<file path="src/rtl/mips_fetch_pkg.sv">
// Shared types for the MIPS instruction-fetch front end: FSM encoding,
// reset PC default and the prefetch FIFO entry layout.
package mips_fetch_pkg;

    localparam int unsigned XLEN = 32;
    localparam logic [XLEN-1:0] RESET_PC_DEFAULT = 32'h0;

    typedef enum logic [1:0] {
        ST_IDLE  = 2'd0,
        ST_FETCH = 2'd1,
        ST_FLUSH = 2'd2
    } fetch_state_e;

    typedef struct packed {
        logic [XLEN-1:0] pc;
        logic [XLEN-1:0] instr;
    } fetch_entry_t;

    // Saturating 32-bit accumulate used by the optional performance counters.
    function automatic logic [31:0] sat_add32(input logic [31:0] a, input logic [31:0] b);
        logic [32:0] sum;
        sum = {1'b0, a} + {1'b0, b};
        return sum[32] ? 32'hFFFF_FFFF : sum[31:0];
    endfunction

endpackage

</file>
<file path="src/rtl/fetch_fifo.sv">
// Prefetch FIFO holding {pc, instr} pairs; push/pop/flush with a live count.
// Push while full is accepted only when a pop happens in the same cycle.
module fetch_fifo
    import mips_fetch_pkg::*;
#(
    parameter int unsigned DEPTH = 4
) (
    input  logic                         clk,
    input  logic                         rst_n,
    input  logic                         push_i,
    input  logic                         pop_i,
    input  logic                         flush_i,
    input  fetch_entry_t                 data_i,
    output fetch_entry_t                 data_o,
    output logic [$clog2(DEPTH+1)-1:0]   count_o,
    output logic                         full_o,
    output logic                         empty_o
);

    localparam int unsigned AW = $clog2(DEPTH);
    localparam int unsigned CW = $clog2(DEPTH + 1);

    fetch_entry_t  mem_q [DEPTH];
    logic [AW-1:0] wr_ptr_q;
    logic [AW-1:0] rd_ptr_q;
    logic [CW-1:0] count_q;
    logic          do_push;
    logic          do_pop;

    assign empty_o = (count_q == '0);
    assign full_o  = (count_q == CW'(DEPTH));
    assign do_pop  = pop_i && !empty_o;
    assign do_push = push_i && (!full_o || do_pop);
    assign data_o  = mem_q[rd_ptr_q];
    assign count_o = count_q;

    // Pointer/count state; a flush discards everything including a same-cycle push.
    always_ff @(posedge clk or negedge rst_n) begin
        if (!rst_n) begin
            wr_ptr_q <= '0;
            rd_ptr_q <= '0;
            count_q  <= '0;
        end else if (flush_i) begin
            wr_ptr_q <= '0;
            rd_ptr_q <= '0;
            count_q  <= '0;
        end else begin
            if (do_push) begin
                wr_ptr_q <= wr_ptr_q + AW'(1);
            end
            if (do_pop) begin
                rd_ptr_q <= rd_ptr_q + AW'(1);
            end
            count_q <= count_q + CW'(do_push) - CW'(do_pop);
        end
    end

    always_ff @(posedge clk) begin
        if (do_push && !flush_i) begin
            mem_q[wr_ptr_q] <= data_i;
        end
    end

endmodule

</file>
<file path="src/rtl/mips_fetch_unit.sv">
// Instruction-fetch front end: credit-limited imem requests, prefetch FIFO,
// redirect flush with stale-response dropping. FETCH_PERF_EN adds perf counters.
module mips_fetch_unit
    import mips_fetch_pkg::*;
#(
    parameter int unsigned     FIFO_DEPTH = 4,
    parameter logic [XLEN-1:0] RESET_PC   = RESET_PC_DEFAULT
) (
    input  logic            clock,
    input  logic            reset_n,
    input  logic            fetch_enable,
    output logic            imem_req_valid,
    input  logic            imem_req_ready,
    output logic [XLEN-1:0] imem_req_addr,
    input  logic            imem_resp_valid,
    input  logic [XLEN-1:0] imem_resp_data,
    input  logic            redirect_valid,
    input  logic [XLEN-1:0] redirect_pc,
    output logic            out_valid,
    input  logic            out_ready,
    output logic [XLEN-1:0] out_instr,
    output logic [XLEN-1:0] out_pc
`ifdef FETCH_PERF_EN
    ,
    output logic [31:0]     perf_fetched,
    output logic [31:0]     perf_dropped,
    output logic [31:0]     perf_stall
`endif
);

    localparam int unsigned CW = $clog2(FIFO_DEPTH + 1);
    localparam int unsigned SW = CW + 1;

    fetch_state_e    state_q, state_d;
    logic [XLEN-1:0] fetch_pc_q, fetch_pc_d;
    logic [XLEN-1:0] resp_pc_q, resp_pc_d;
    logic [CW-1:0]   outstanding_q, outstanding_d;
    logic [CW-1:0]   drop_cnt_q, drop_cnt_d;

    logic            resp_fire;
    logic            resp_drop;
    logic            req_fire;
    logic            credit_ok;

    logic            fifo_push;
    logic            fifo_pop;
    logic            fifo_flush;
    fetch_entry_t    fifo_wdata;
    fetch_entry_t    fifo_rdata;
    logic [CW-1:0]   fifo_count;
    logic            fifo_full;
    logic            fifo_empty;

    fetch_fifo #(
        .DEPTH (FIFO_DEPTH)
    ) u_fifo (
        .clk     (clock),
        .rst_n   (reset_n),
        .push_i  (fifo_push),
        .pop_i   (fifo_pop),
        .flush_i (fifo_flush),
        .data_i  (fifo_wdata),
        .data_o  (fifo_rdata),
        .count_o (fifo_count),
        .full_o  (fifo_full),
        .empty_o (fifo_empty)
    );

    assign imem_req_addr = fetch_pc_q;
    assign out_valid     = !fifo_empty;
    assign out_instr     = out_valid ? fifo_rdata.instr : '0;
    assign out_pc        = out_valid ? fifo_rdata.pc    : '0;

    always_ff @(posedge clock or negedge reset_n) begin
        if (!reset_n) begin
            state_q       <= ST_IDLE;
            fetch_pc_q    <= RESET_PC;
            resp_pc_q     <= RESET_PC;
            outstanding_q <= '0;
            drop_cnt_q    <= '0;
        end else begin
            state_q       <= state_d;
            fetch_pc_q    <= fetch_pc_d;
            resp_pc_q     <= resp_pc_d;
            outstanding_q <= outstanding_d;
            drop_cnt_q    <= drop_cnt_d;
        end
    end

    // Issue, response steering, redirect handling and next state.
    always_comb begin
        state_d        = state_q;
        fetch_pc_d     = fetch_pc_q;
        resp_pc_d      = resp_pc_q;
        outstanding_d  = outstanding_q;
        drop_cnt_d     = drop_cnt_q;
        fifo_push      = 1'b0;
        fifo_pop       = 1'b0;
        fifo_flush     = 1'b0;
        fifo_wdata     = '{pc: resp_pc_q, instr: imem_resp_data};
        imem_req_valid = 1'b0;
        req_fire       = 1'b0;
        resp_fire      = 1'b0;
        resp_drop      = 1'b0;
        credit_ok      = 1'b0;

        // FIFO occupancy plus in-flight requests never exceeds the FIFO depth.
        credit_ok      = ({1'b0, fifo_count} + {1'b0, outstanding_q}) < SW'(FIFO_DEPTH);
        imem_req_valid = (state_q == ST_FETCH) && !redirect_valid && credit_ok;
        req_fire       = imem_req_valid && imem_req_ready;
        resp_fire      = imem_resp_valid && (outstanding_q != '0);
        resp_drop      = resp_fire && (redirect_valid || (drop_cnt_q != '0));
        fifo_push      = resp_fire && !resp_drop;
        fifo_pop       = out_valid && out_ready && !redirect_valid;
        fifo_flush     = redirect_valid;
        outstanding_d  = outstanding_q + CW'(req_fire) - CW'(resp_fire);

        if (redirect_valid) begin
            fetch_pc_d = redirect_pc;
            resp_pc_d  = redirect_pc;
            drop_cnt_d = outstanding_q - CW'(resp_fire);
        end else begin
            if (req_fire) begin
                fetch_pc_d = fetch_pc_q + XLEN'(1);
            end
            if (fifo_push) begin
                resp_pc_d = resp_pc_q + XLEN'(1);
            end
            if (resp_drop) begin
                drop_cnt_d = drop_cnt_q - CW'(1);
            end
        end

        if (redirect_valid) begin
            if (drop_cnt_d != '0) begin
                state_d = ST_FLUSH;
            end else begin
                state_d = fetch_enable ? ST_FETCH : ST_IDLE;
            end
        end else begin
            case (state_q)
                ST_IDLE:  state_d = fetch_enable ? ST_FETCH : ST_IDLE;
                ST_FETCH: state_d = fetch_enable ? ST_FETCH : ST_IDLE;
                ST_FLUSH: begin
                    if (drop_cnt_d == '0) begin
                        state_d = fetch_enable ? ST_FETCH : ST_IDLE;
                    end
                end
                default:  state_d = ST_IDLE;
            endcase
        end
    end

`ifdef FETCH_PERF_EN
    logic [31:0] perf_fetched_q;
    logic [31:0] perf_dropped_q;
    logic [31:0] perf_stall_q;
    logic [31:0] drop_inc;

    // Drops are stale responses plus whatever the FIFO held when a redirect cleared it.
    assign drop_inc = 32'(resp_drop) + (redirect_valid ? 32'(fifo_count) : 32'd0);

    always_ff @(posedge clock or negedge reset_n) begin
        if (!reset_n) begin
            perf_fetched_q <= '0;
            perf_dropped_q <= '0;
            perf_stall_q   <= '0;
        end else begin
            perf_fetched_q <= sat_add32(perf_fetched_q, 32'(fifo_push));
            perf_dropped_q <= sat_add32(perf_dropped_q, drop_inc);
            perf_stall_q   <= sat_add32(perf_stall_q, 32'(out_ready && !out_valid));
        end
    end

    assign perf_fetched = perf_fetched_q;
    assign perf_dropped = perf_dropped_q;
    assign perf_stall   = perf_stall_q;
`endif

`ifndef SYNTHESIS
    a_resp_without_request: assert property (@(posedge clock) disable iff (!reset_n)
        !(imem_resp_valid && (outstanding_q == '0)));
    a_fifo_overflow: assert property (@(posedge clock) disable iff (!reset_n)
        !(fifo_push && fifo_full && !fifo_pop));
`endif

endmodule

</file>
<file path="config.mk">
export PLATFORM = sky130hd
export DESIGN_NAME = mips_fetch_unit
export DESIGN_NICKNAME = d
export VERILOG_FILES = /design/src/rtl/mips_fetch_pkg.sv /design/src/rtl/fetch_fifo.sv /design/src/rtl/mips_fetch_unit.sv
export SDC_FILE = /design/constraint.sdc
export NUM_CORES = 1
export LEC_CHECK = 0
export ABC_CLOCK_PERIOD_IN_PS = 3330
export CORE_AREA = 2 2 171 173
export DETAILED_ROUTE_END_ITERATION = 8
export DIE_AREA = 0 0 173 175
export PLACE_DENSITY = 0.84
export SLEW_MARGIN = 20
export SYNTH_ARGS = -nofsm -noshare
export SYNTH_HDL_FRONTEND = slang
export SYNTH_SLANG_ARGS = --single-unit
</file>
<file path="constraint.sdc">
create_clock -name clock -period 3.33 [get_ports clock]
set_clock_uncertainty 0.05 [all_clocks]
set_input_delay 0.666 -clock clock [delete_from_list [all_inputs] [get_ports clock]]
set_output_delay 0.666 -clock clock [all_outputs]
set_load 0.05 [all_outputs]
</file>
==> impl_metrics.json <==
{
  "status": "finished, final reports clean",
  "syn_area_per_cell_um2": 16.4,
  "syn_area_um2": 14300,
  "row_count": 62,
  "die_y_um": 175,
  "powerDensity_nw_per_um2": 718,
  "cp.required_ns": 2.61,
  "cp_slowest_cell": "clkdlybuf4s50_1",
  "numPortBuffers": 168,
  "slowest_delay_ns": 0.69,
  "drt_wl_total_mm": 29.9,
  "crit_fanout": 11,
  "fin_crit_ns": 3.23,
  "start_util_pct": 50.3,
  "syn-instance-count": 871,
  "dp_cells": 1421,
  "final_util_pct": 62.7,
  "synth-main-ff-cell": "edfxtp_1",
  "crit_buf_inv": 2,
  "cp-start-kind": "flop",
  "drc": 0,
  "drt-initial-drc-count": 735,
  "drv_cap": 0,
  "rsz0062_at_grt": "no",
  "worst_slack_ns": 0.0982,
  "cts_root_buf": "clkbuf_16",
  "antenna_found_initial": 0,
  "yosysSeqAreaShare_pct": 67.7,
  "core_area_um2": 28400,
  "grt_max_degree": 49,
  "critical_path.cell_chain": "buf_8 -> mux4_2 -> and2_1 -> clkdlybuf4s50_1",
  "vias": 8393,
  "hold_path.class": "in -> async",
  "vdd_ir_drop_max_mv": 0.352,
  "htreeDepth": 2,
  "regToRegStartpoint": "outstanding_q[2]",
  "crit_type": "reg -> out",
  "slew_viol_final": 0,
  "firstDrtPassIters": 5,
  "finalNetCount": 1165,
  "grt_pass1_wl_mm": 47.5,
  "period_share_pct": 97.0,
  "maxSlewHeadroom_pct": 43.8,
  "syn-num-nets": 960,
  "whs_ns": 0.121,
  "post-dp-hpwl_mm": 20.4,
  "worst_pin_slew_ns": 0.835,
  "grt_remaining_overflow": 0,
  "clk_pin_slew_ns": 0.06,
  "die-area_um2": 30300,
  "hold_buffers": 0,
  "synthDistinctLibCells": 57,
  "critPathLaunch": "u_fifo.rd_ptr_q[0]",
  "ioPinCount": 169,
  "tritoncts_num_sinks": 335,
  "clockBufferDepth": 3,
  "async_flop_share_pct": 23.6,
  "hold_viol_final": 0,
  "fmax_mhz": 309,
  "grt_pass1_vias": 8645,
  "worst_setup_path_end_kind": "output port",
  "syn_to_final_growth_pct": 24.7,
  "ant_nets": 0,
  "die_width_um": 173,
  "crit_family": "buffers and inverters",
  "layout-drive-gt1-share_pct": 23.1,
  "p_leak_uw": 0.00621,
  "gp_congestion": 0.887,
  "wl_per_cell_um": 20.1,
  "vias_per_cell": 5.64,
  "ys_seq_elements": 335,
  "grt_use_total_pct": 20.2,
  "clock_latency_ns": 0.51,
  "cts_made_buffers": 35,
  "stdcell_count": 1487,
  "diodes": 0,
  "yosys_warnings": 0,
  "setup_viol": 0,
  "synth_edf_count": 256,
  "cp.arrival_ns": 2.52,
  "cts_tree": "built",
  "pre_cts_ws_ns": 0.154
}
## per-layer routing
layer	track usage [%]	vias up	wire (um)
met5	0	-	0
met4	6.18	0	633
met3	3.50	45	1990
met2	33.7	349	14700
met1	27.4	4228	12600
li1	-	3771	-
## final cells by class
cell class / count / area [um2]
clock buffers: 43 / 927
inverters: 26 / 97.6
repair buffers: 204 / 2030
flip-flops and latches: 335 / 9670
well taps: 384 / 480
clock inverters: 21 / 195
fillers: 2049 / 10600
multi-input cells: 474 / 4390
## per-stage QoR
| stage | cell area, um2 | power [uW] | setup TNS, ns |
|---|---|---|---|
| floorplan | 14300 | 7790 | -0.198 |
| global placement | 16600 | 9000 | 0 |
| detailed placement | 16600 | 9080 | 0 |
| CTS | 17800 | 12900 | 0 |
| global route | 17800 | 13300 | 0 |
| finish | 17800 | 12800 | 0 |
## path summary, 6_finish.rpt
check,end,slack (ns),cells past startpoint
worst max-delay path,out_pc[24],0.1,4
worst min-delay path,imem_req_addr[8],0.12,1
worst max register to register,outstanding_q[2],0.33,10
worst min register to register,imem_req_addr[15],0.50,1
max in group asynchronous,resp_pc_q[24],2.39,2
min in group clock,imem_req_addr[15],0.50,1
## cells in the mapped netlist, types with 4 or more instances
cell type | n | share of area [%]
mux2i_1 | 4 | 0.28
or4_1 | 4 | 0.21
xnor2_1 | 23 | 1.4
nand3_1 | 15 | 0.53
nand2b_1 | 5 | 0.22
and2_1 | 69 | 3.0
dfrtp_1 | 79 | 14
and4_1 | 6 | 0.37
nor3_1 | 19 | 0.67
buf_1 | 10 | 0.26
and3_1 | 10 | 0.44
mux2_2 | 29 | 2.3
xor2_1 | 27 | 1.7
or3_1 | 9 | 0.39
inv_1 | 25 | 0.66
nand4_1 | 15 | 0.66
nor4_1 | 9 | 0.39
edfxtp_1 | 256 | 54
nor4_2 | 4 | 0.35
o31a_1 | 7 | 0.43
a31oi_1 | 12 | 0.53
o21ai_0 | 11 | 0.39
clkbuf_1 | 23 | 0.60
nor2_1 | 29 | 0.76
a21oi_1 | 10 | 0.35
nand2_1 | 32 | 0.84
ha_1 | 16 | 1.4
o211ai_1 | 4 | 0.21
or4_4 | 4 | 0.32
mux4_2 | 64 | 10
## layout by cell type (no fill, tap or decap), types with 4 or more instances in the layout
cell and instances:
or4_4 4, dfrtp_1 77, clkinv_1 6, and2_1 65
nand2_1 32, nand4_1 15, clkinv_2 7, ha_1 16
buf_4 67, edfxtp_1 256, o21ai_0 11, nor4_2 4
o211ai_1 4, xor2_1 27, and2_4 4, mux2i_1 4
mux4_2 64, nor4_1 9, buf_12 15, and4_1 6
nor2_1 29, inv_1 24, o31a_1 7, and3_1 10
or3_1 8, clkbuf_16 36, xnor2_1 23, clkbuf_1 7
a21oi_1 10, nor3_1 18, mux2_2 29, or4_1 4
clkdlybuf4s50_1 120, nand2b_1 5, nand3_1 15, a31oi_1 12
## report_power, final
group	switching, uW	total [uW]	internal [uW]
Clock	1540	3760	2230
Sequential	244	4980	4740
Combinational	2510	4030	1510
Total	4300	12800	8480
## flip-flops by register name, indices dropped and copies added, names as in the netlist
register	cells
state_q	2
u_fifo.rd_ptr_q	2
outstanding_q	3
drop_cnt_q	3
u_fifo.count_o	3
u_fifo.wr_ptr_q	2
u_fifo.mem_q	256
imem_req_addr	32
resp_pc_q	32
## timing repair
action	CTS	global route
resized for setup	3	1
setup endpoints to repair	40	2
setup buffers	2	0
## kinds of logic after synthesis
family                     after synthesis  share of synthesized area (%)
xor gates and xnor gates                50                           3.07
buffers and inverters                   62                           1.67
adders and majority gates               18                           1.68
AOI/OAI and AO/OA                       61                           2.90
and+or+nand+nor                        248                           10.3
DFF                                    335                           67.7
muxes                                   97                           12.7
No activity file was read; power rests on OpenSTA's default activity.
